**config.mk**
```make
export PLATFORM = sky130hd
export DESIGN_NAME = mux_scan_ctrl
export DESIGN_NICKNAME = d
export VERILOG_FILES = /design/src/rtl/mux_scan_pkg.sv /design/src/rtl/mux_scan_next_ch.sv /design/src/rtl/mux_scan_ctrl.sv
export SDC_FILE = /design/constraint.sdc
export NUM_CORES = 1
export LEC_CHECK = 0
export CORE_AREA = 2 2 64 66
export DETAILED_ROUTE_END_ITERATION = 10
export DIE_AREA = 0 0 66 68
export GPL_TIMING_DRIVEN = 0
export PLACE_DENSITY = 0.71
export SYNTH_ARGS = -nofsm -noshare
export SYNTH_HDL_FRONTEND = slang
export SYNTH_SLANG_ARGS = --single-unit
```
**constraint.sdc**
```tcl
create_clock -name clk -period 5.95 [get_ports clk]
set_clock_uncertainty 0.15 [all_clocks]
set_input_delay 0.8925 -clock clk [delete_from_list [all_inputs] [get_ports clk]]
set_output_delay 0.8925 -clock clk [all_outputs]
set_load 0.02 [all_outputs]
```
**src/rtl/mux_scan_pkg.sv**
```systemverilog
// Shared types and constants for the 4:1 mux scan sequencer.
package mux_scan_pkg;

    localparam int NUM_CH = 4;
    localparam int SEL_W  = 2;

    typedef enum logic [1:0] {
        IDLE,
        HOLD,
        WRAP
    } scan_state_t;

endpackage

```
**src/rtl/mux_scan_next_ch.sv**
```systemverilog
// Priority finder: next enabled channel above the current one, or the lowest
// enabled channel when there is no current channel.
module mux_scan_next_ch
    import mux_scan_pkg::*;
(
    input  logic [NUM_CH-1:0] i_mask,
    input  logic [SEL_W-1:0]  i_cur,
    input  logic              i_cur_vld,
    output logic [SEL_W-1:0]  o_next,
    output logic              o_found
);

    // Walks downward so the lowest qualifying channel is the last one written.
    always_comb begin
        o_next  = '0;
        o_found = 1'b0;
        for (int i = NUM_CH - 1; i >= 0; i--) begin
            if (i_mask[i] && (!i_cur_vld || i > int'(i_cur))) begin
                o_next  = SEL_W'(i);
                o_found = 1'b1;
            end
        end
    end

endmodule

```
**src/rtl/mux_scan_ctrl.sv**
```systemverilog
// Select-line sequencer for a 4:1 mux: dwells on each enabled channel, captures
// Y per channel and publishes the sample word with a one-cycle strobe per pass.
module mux_scan_ctrl
    import mux_scan_pkg::*;
#(
    parameter int DWELL_W = 8
) (
    input  logic               clk,
    input  logic               rst,
    input  logic               start,
    input  logic               cont,
    input  logic               stop,
    input  logic [NUM_CH-1:0]  chan_mask,
    input  logic [DWELL_W-1:0] dwell,
    input  logic               Y,
    output logic               S1,
    output logic               S0,
    output logic [NUM_CH-1:0]  sample,
    output logic               sample_valid,
    output logic               busy
);

    scan_state_t        r_state, w_state_next;
    logic [SEL_W-1:0]   r_ch, w_ch_next;
    logic [DWELL_W-1:0] r_cnt, w_cnt_next;
    logic [DWELL_W-1:0] r_dwell, w_dwell_next;
    logic [NUM_CH-1:0]  r_mask, w_mask_next;
    logic [NUM_CH-1:0]  r_shadow, w_shadow_next;
    logic [NUM_CH-1:0]  r_sample, w_sample_next;
    logic               r_cont, w_cont_next;
    logic               r_stop, w_stop_next;

    logic [DWELL_W-1:0] w_dwell_in;
    logic [SEL_W-1:0]   w_first_ch, w_hi_ch, w_sel;
    logic               w_first_found, w_hi_found, w_restart;

    mux_scan_next_ch u_first (
        .i_mask    (chan_mask),
        .i_cur     ('0),
        .i_cur_vld (1'b0),
        .o_next    (w_first_ch),
        .o_found   (w_first_found)
    );

    mux_scan_next_ch u_higher (
        .i_mask    (r_mask),
        .i_cur     (r_ch),
        .i_cur_vld (1'b1),
        .o_next    (w_hi_ch),
        .o_found   (w_hi_found)
    );

    assign w_dwell_in = (dwell == '0) ? DWELL_W'(1) : dwell;
    assign w_restart  = r_cont && !(r_stop || stop) && w_first_found;

    // NOTE: every next-state signal gets its default first so no path leaves it unassigned (no latches).
    always_comb begin
        w_state_next  = r_state;
        w_ch_next     = r_ch;
        w_cnt_next    = r_cnt;
        w_dwell_next  = r_dwell;
        w_mask_next   = r_mask;
        w_shadow_next = r_shadow;
        w_sample_next = r_sample;
        w_cont_next   = r_cont;
        w_stop_next   = r_stop;

        if (r_state != IDLE && stop) begin
            w_stop_next = 1'b1;
        end

        case (r_state)
            IDLE: begin
                if (start && w_first_found) begin
                    w_mask_next   = chan_mask;
                    w_dwell_next  = w_dwell_in;
                    w_cont_next   = cont;
                    w_shadow_next = '0;
                    w_ch_next     = w_first_ch;
                    w_cnt_next    = w_dwell_in;
                    w_state_next  = HOLD;
                end
            end
            HOLD: begin
                if (r_cnt <= DWELL_W'(1)) begin
                    w_shadow_next[r_ch] = Y;
                    if (w_hi_found) begin
                        w_ch_next  = w_hi_ch;
                        w_cnt_next = r_dwell;
                    end else begin
                        w_sample_next = w_shadow_next;
                        w_state_next  = WRAP;
                    end
                end else begin
                    w_cnt_next = r_cnt - DWELL_W'(1);
                end
            end
            WRAP: begin
                // A zero mask at restart fails w_restart and lands in IDLE too.
                if (w_restart) begin
                    w_mask_next   = chan_mask;
                    w_dwell_next  = w_dwell_in;
                    w_shadow_next = '0;
                    w_ch_next     = w_first_ch;
                    w_cnt_next    = w_dwell_in;
                    w_state_next  = HOLD;
                end else begin
                    w_ch_next    = '0;
                    w_stop_next  = 1'b0;
                    w_state_next = IDLE;
                end
            end
            default: begin
                w_ch_next    = '0;
                w_stop_next  = 1'b0;
                w_state_next = IDLE;
            end
        endcase
    end

    // NOTE: sequential state uses non-blocking assignments so all registers update together at the edge.
    always_ff @(posedge clk) begin
        if (rst) begin
            r_state  <= IDLE;
            r_ch     <= '0;
            r_cnt    <= '0;
            r_dwell  <= '0;
            r_mask   <= '0;
            r_shadow <= '0;
            r_sample <= '0;
            r_cont   <= 1'b0;
            r_stop   <= 1'b0;
        end else begin
            r_state  <= w_state_next;
            r_ch     <= w_ch_next;
            r_cnt    <= w_cnt_next;
            r_dwell  <= w_dwell_next;
            r_mask   <= w_mask_next;
            r_shadow <= w_shadow_next;
            r_sample <= w_sample_next;
            r_cont   <= w_cont_next;
            r_stop   <= w_stop_next;
        end
    end

    // During a restarting WRAP the select already shows the next pass's first channel.
    assign w_sel        = (r_state == WRAP && w_restart) ? w_first_ch : r_ch;
    assign S1           = w_sel[1];
    assign S0           = w_sel[0];
    assign sample       = r_sample;
    assign sample_valid = (r_state == WRAP);
    assign busy         = (r_state != IDLE);

endmodule

```
## Word-level counts from Yosys, hierarchy flattened

Index checks and enable logic that the tools add are counted.

- Register bits after elaboration: 34
- Bits of input ports: 18
- Output and inout bits: 8
- Logic and storage cells: 94

- Add/subtract/negate cells: 1
- Magnitude comparators: 6
- Equal/unequal tests: 8
- Multiplexer cells: 45
- Bitwise logic cells: 1
- Reduce and logical (&&, ||, !) cells: 24

Operators by type and width:

| kind | count |
|---|---|
| $mux W8 | 5 |
| $mux W2 | 15 |
| $pmux W8 S3 | 1 |
| $mux W4 | 5 |
| $pmux W8 S2 | 1 |
| $pmux W2 S3 | 2 |
| $pmux W4 S3 | 1 |
| $reduce_and A3 Y1 | 4 |
| $mux W1 | 11 |
| $logic_and A1 B1 Y1 | 9 |
| $le A8 B1 Y1 const B | 1 |
| $logic_not A8 Y1 | 1 |
| $pmux W4 S2 | 1 |
| $reduce_and A4 Y1 | 2 |
| $sub A8 B1 Y8 const B | 1 |
| $ne A2 B2 Y1 const B | 3 |
| $bwmux W4 | 1 |
| $gt A2 B2 Y1 const A | 2 |
| $ne A2 B1 Y1 const B | 2 |
| $reduce_bool A2 Y1 | 2 |
| $lt A2 B3 Y1 const B | 1 |
| $ne A3 B2 Y1 const B | 1 |
| $reduce_bool A3 Y1 | 1 |
| $demux W1 S2 | 1 |
| 11 further kinds | 11 |

## Longest topological paths before layout

- Depth in word-level cells: 8
- Depth in mapped cells: 8
- Mapped depth without buffers: 7

## By module

Synthesis repeated with hierarchy kept, for this count alone.

- Cells, all modules: 251
- Area, all modules: 2098.3 µm²

Modules (own cells, without submodules):

| module | instances | cells each | area an instance (µm²) | seq. area each (µm²) |
|---|---|---|---|---|
| mux_scan_ctrl | 1 | 217 | 1903.1 | 680.7 |
| mux_scan_next_ch | 2 | 17 | 97.6 | 0.0 |

## Least setup slack after synthesis

OpenSTA, ideal clock, no wires.

- Path type: input to output
- From: input stop
- To: output S1
- Data arrival time: 2035 ps
- Required time: 4908 ps
- Setup slack: 2873 ps
- Cell stages on the path: 4
- Buffers on the path: 0
- Cells stage by stage: nor4b_2 -> and2_1 -> o21ai_0 -> a21boi_0

- Cells in the longest elaborated chain, start to end: 6

RTL lines:

| item | line | RTL |
|---|---|---|
| start, declared | mux_scan_ctrl.sv:12 | `input logic stop,` |
| $logic_or A1 B1 Y1 | mux_scan_ctrl.sv:54 | `assign w_restart = r_cont && !(r_stop \|\| stop) && w_first_found;` |
| $logic_not A1 Y1 | mux_scan_ctrl.sv:54 |  |
| $logic_and A1 B1 Y1 (2 in a row) | mux_scan_ctrl.sv:54 |  |
| $logic_and A1 B1 Y1 | mux_scan_ctrl.sv:147 | `assign w_sel = (r_state == WRAP && w_restart) ? w_first_ch : r_ch;` |
| $mux W2 | mux_scan_ctrl.sv:147 |  |
| end, declared | mux_scan_ctrl.sv:16 | `output logic S1,` |

No other way between the ends.

## Worst setup path after layout

Ends and elaborated chain as after synthesis.

==> flow_summary.ini <==
[final_layout]
design_area_um2 = 2210
nFillCells = 400
layout.nets = 271
insertedDiodeCount = 0
layout_cells_sized_above_1_pct = 8.33
finalNonFillerCells = 302
area_delta_synth_final_pct = 22.1

[critical_path]
critical_register_to_register_path_endpoint = r_cnt[4]
startpoint = stop
worst_setup_start_kind = primary input
timing.critical_path.arrival_ns = 2.85
worstSetupEndpointType = output port
timing.critical_path.fanout_max = 6
critical_path.endpoint = S1
reg2reg_slack_ns = 3.26
rr_startpoint = r_cnt[0]
timing_worst_setup_path_type = in -> out
crit_required_ns = 4.91
timing.reg2reg.worst_path_depth = 8

[floorplanning]
floorplan.core_area_um2 = 3860
die-width_um = 66
dieHeight_um = 68
row_count = 23
ios = 26
floorplan.initialDensity_pct = 46.9
die_area_um2 = 4490

[synthesis]
synth-warning-count = 0
muxShareOfSynthArea_pct = 8.93
synth_most_common_cell = dfxtp_1
ys_top_cells_by_count = dfxtp_1 (33), nor2_1 (29), nand2_1 (22)
synth-seq-cells = 33
number_of_standard_cells_after_synthesis = 219
synth.cell_area_um2 = 1810
ys_seq_area_share_pct = 36.6
synth-edff-count = 0
synth_largest_type_area_fraction_pct = 36.6
synth_area_leaders = dfxtp_1 (37%), mux2i_1 (8.3%), nor2_1 (6.0%)
post_synth_fa_ha_maj_area_fraction_pct = 1.39
xor_xnor_share_of_the_synthesized_area_pct = 0.970
synthesized_area_per_cell_um2 = 8.25
post_synth_and_or_nand_nor_area_fraction_pct = 24.6
ys_types = 51
synth_top_cell_by_area = dfxtp_1
primary_ff_master_synth = dfxtp_1
synth_compound_area_share_pct = 24.1
ys_async_sr_fraction_pct = 0
synth_top_family_by_area = simple AND/OR/NAND/NOR gates
syn_nets = 239

[timing]
worstMarginPinSlew_ns = 0.783
finalCriticalPeriod_ns = 3.90
fin_worst_hold_slack_ns = 0.302
min_period_over_period_pct = 65.5
setup_ws_ns = 2.05
finalHoldViolCount = 0
maxSlewViolCount = 0
timing.final.setup_violations = 0
rsz0062_at_grt = false
max_clock_freq_mhz = 257
worst_max_slew_margin_expressed_relative_to_the_limit_pct = 47.6
finalSetupTns_ns = 0

[hold_path]
worst_hold_path_type = reg -> reg
timing.hold.worst.start = r_shadow[1]

[route]
route.detailed.wl_per_inst_um = 14.4
num_vias = 1696
viasPerCell = 5.62
first_iter_violations = 88
drc = 0
antenna_violating_nets_post_route = 0
drtPass1Iterations = 4
routed_wirelength_um = 4350

[global_route]
grt_max_degree = 12
grt_antenna_before_repair = 0
globalRouteOverflowTotal = 0
first_pass_grt_wire_length_um = 7180
vias_in_the_first_global_route = 1527
grt_use_total_pct = 20.9

[place]
placedInstanceArea_um2 = 2120
placed_cell_count = 294
gp_congestion = 0.841
hpwl_um = 3040
dp_worst_setup_slack_ns = 2.02
port_buffers = 25

[cts]
cts_made_buffers = 5
root_buffer_cell = clkbuf_8
cts-hold-fix-buffers = 0
cts.htree.levels = 2
post_cts_buffers = 0
cts_buffer_depth = 2
cts.repair.resized = 0
tritoncts_clock_tree = done
insertion_delay_ns = 0.29
clk_pin_slew_worst_paths_ns = 0.07
numClockSinks = 33

[run]
drv_cap = 0

[power_and_ir_drop]
peakVddDrop_mv = 0.140
power-per-cell-area_nw_per_um2 = 292
leakage_nw = 0.814

[run_status]
run_status = completed
==> cell type report <==
class                      count  area [µm²]  share of cell area [%]
multi-input combinational    172        1080                    49.1
sequential                    33         661                    29.9
timing repair buffer          25         250                    11.3
clock buffer                   5        68.8                    3.12
tap                           50        62.6                    2.84
buffer                         6        32.5                    1.47
inverter                       8        30.0                    1.36
clock inverter                 3        17.5                   0.794
==> placed cells by master, fill, tap and decap left out, types with 3 or more instances in the layout <==
cell type,synthesis,layout
dfxtp_1,33,33
nor2_1,29,29
clkdlybuf4s50_1,0,25
nand2_1,22,22
mux2i_1,15,15
o21ai_0,13,13
a21oi_1,12,12
nor3_1,9,9
inv_1,8,8
a31oi_1,7,7
clkbuf_8,0,5
nor2b_1,4,4
or3_1,4,4
o211ai_1,4,4
and2_1,3,3
o21bai_1,3,3
nand3_1,3,3
clkbuf_1,3,3
a211oi_1,3,3
==> layer usage <==
metal | wire length, µm | vias to the layer above | GRT usage, % | part of all wire, %
met3 | 251 | 5 | 4.93 | 5.8
met1 | 2120 | 791 | 28.3 | 49
li1 | - | 859 | - | -
met4 | 59 | 0 | 6.89 | 1.4
met2 | 1920 | 41 | 33.0 | 44
met5 | 0 | - | 0 | 0
==> where the power goes <==
part	switching [mW]	internal [mW]
Clock	0.0848	0.0806
Combinational	0.116	0.0920
Sequential	0.0274	0.243
Total	0.229	0.416
==> worst min path at each step <==
stage,to,slack [ns],cells past startpoint
finish,r_shadow[1],0.30,2
global route,r_shadow[0],0.32,2
CTS,r_shadow[1],0.30,2
detailed placement,r_shadow[1],0.29,2
global placement,r_shadow[0],0.29,2
floorplan,r_shadow[0],0.28,2
==> logic make-up (layout without fill, tap and decap cells) <==
| family | count (synthesis) | in the layout |
|---|---|---|
| flip-flops | 33 | 33 |
| buffers and inverters | 14 | 47 |
| adder cells (fa/ha/maj) | 2 | 2 |
| AO/OA/AOI/OAI | 64 | 64 |
| AND/OR/NAND/NOR | 88 | 88 |
| XOR/XNOR | 2 | 2 |
| multiplexers | 16 | 16 |
==> registers in the layout (all words and copies together), names as in the netlist <==
name	cells
r_cnt	8
r_ch	2
r_stop	1
r_dwell	8
sample	4
r_cont	1
r_shadow	4
r_mask	3
r_state	2
==> worst max-delay path, cell delays in order <==
cell and delay [ns]:
clkdlybuf4s50_1 0.44, nor4b_2 0.34, and2_1 0.28, o21ai_0 0.11, a21boi_0 0.17, clkdlybuf4s50_1 0.62
==> through the flow <==
| stage | util [%] | power (mW) |
|---|---|---|
| 6_report | 57.2 | 0.644 |
| 3_3_place_gp | 55.0 | 0.478 |
| 4_1_cts | 57.2 | 0.647 |
| 3_5_place_dp | 55.0 | 0.480 |
| 2_1_floorplan | - | 0.420 |
| 5_1_grt | 57.2 | 0.687 |
Power figures use the tool's default switching activity.
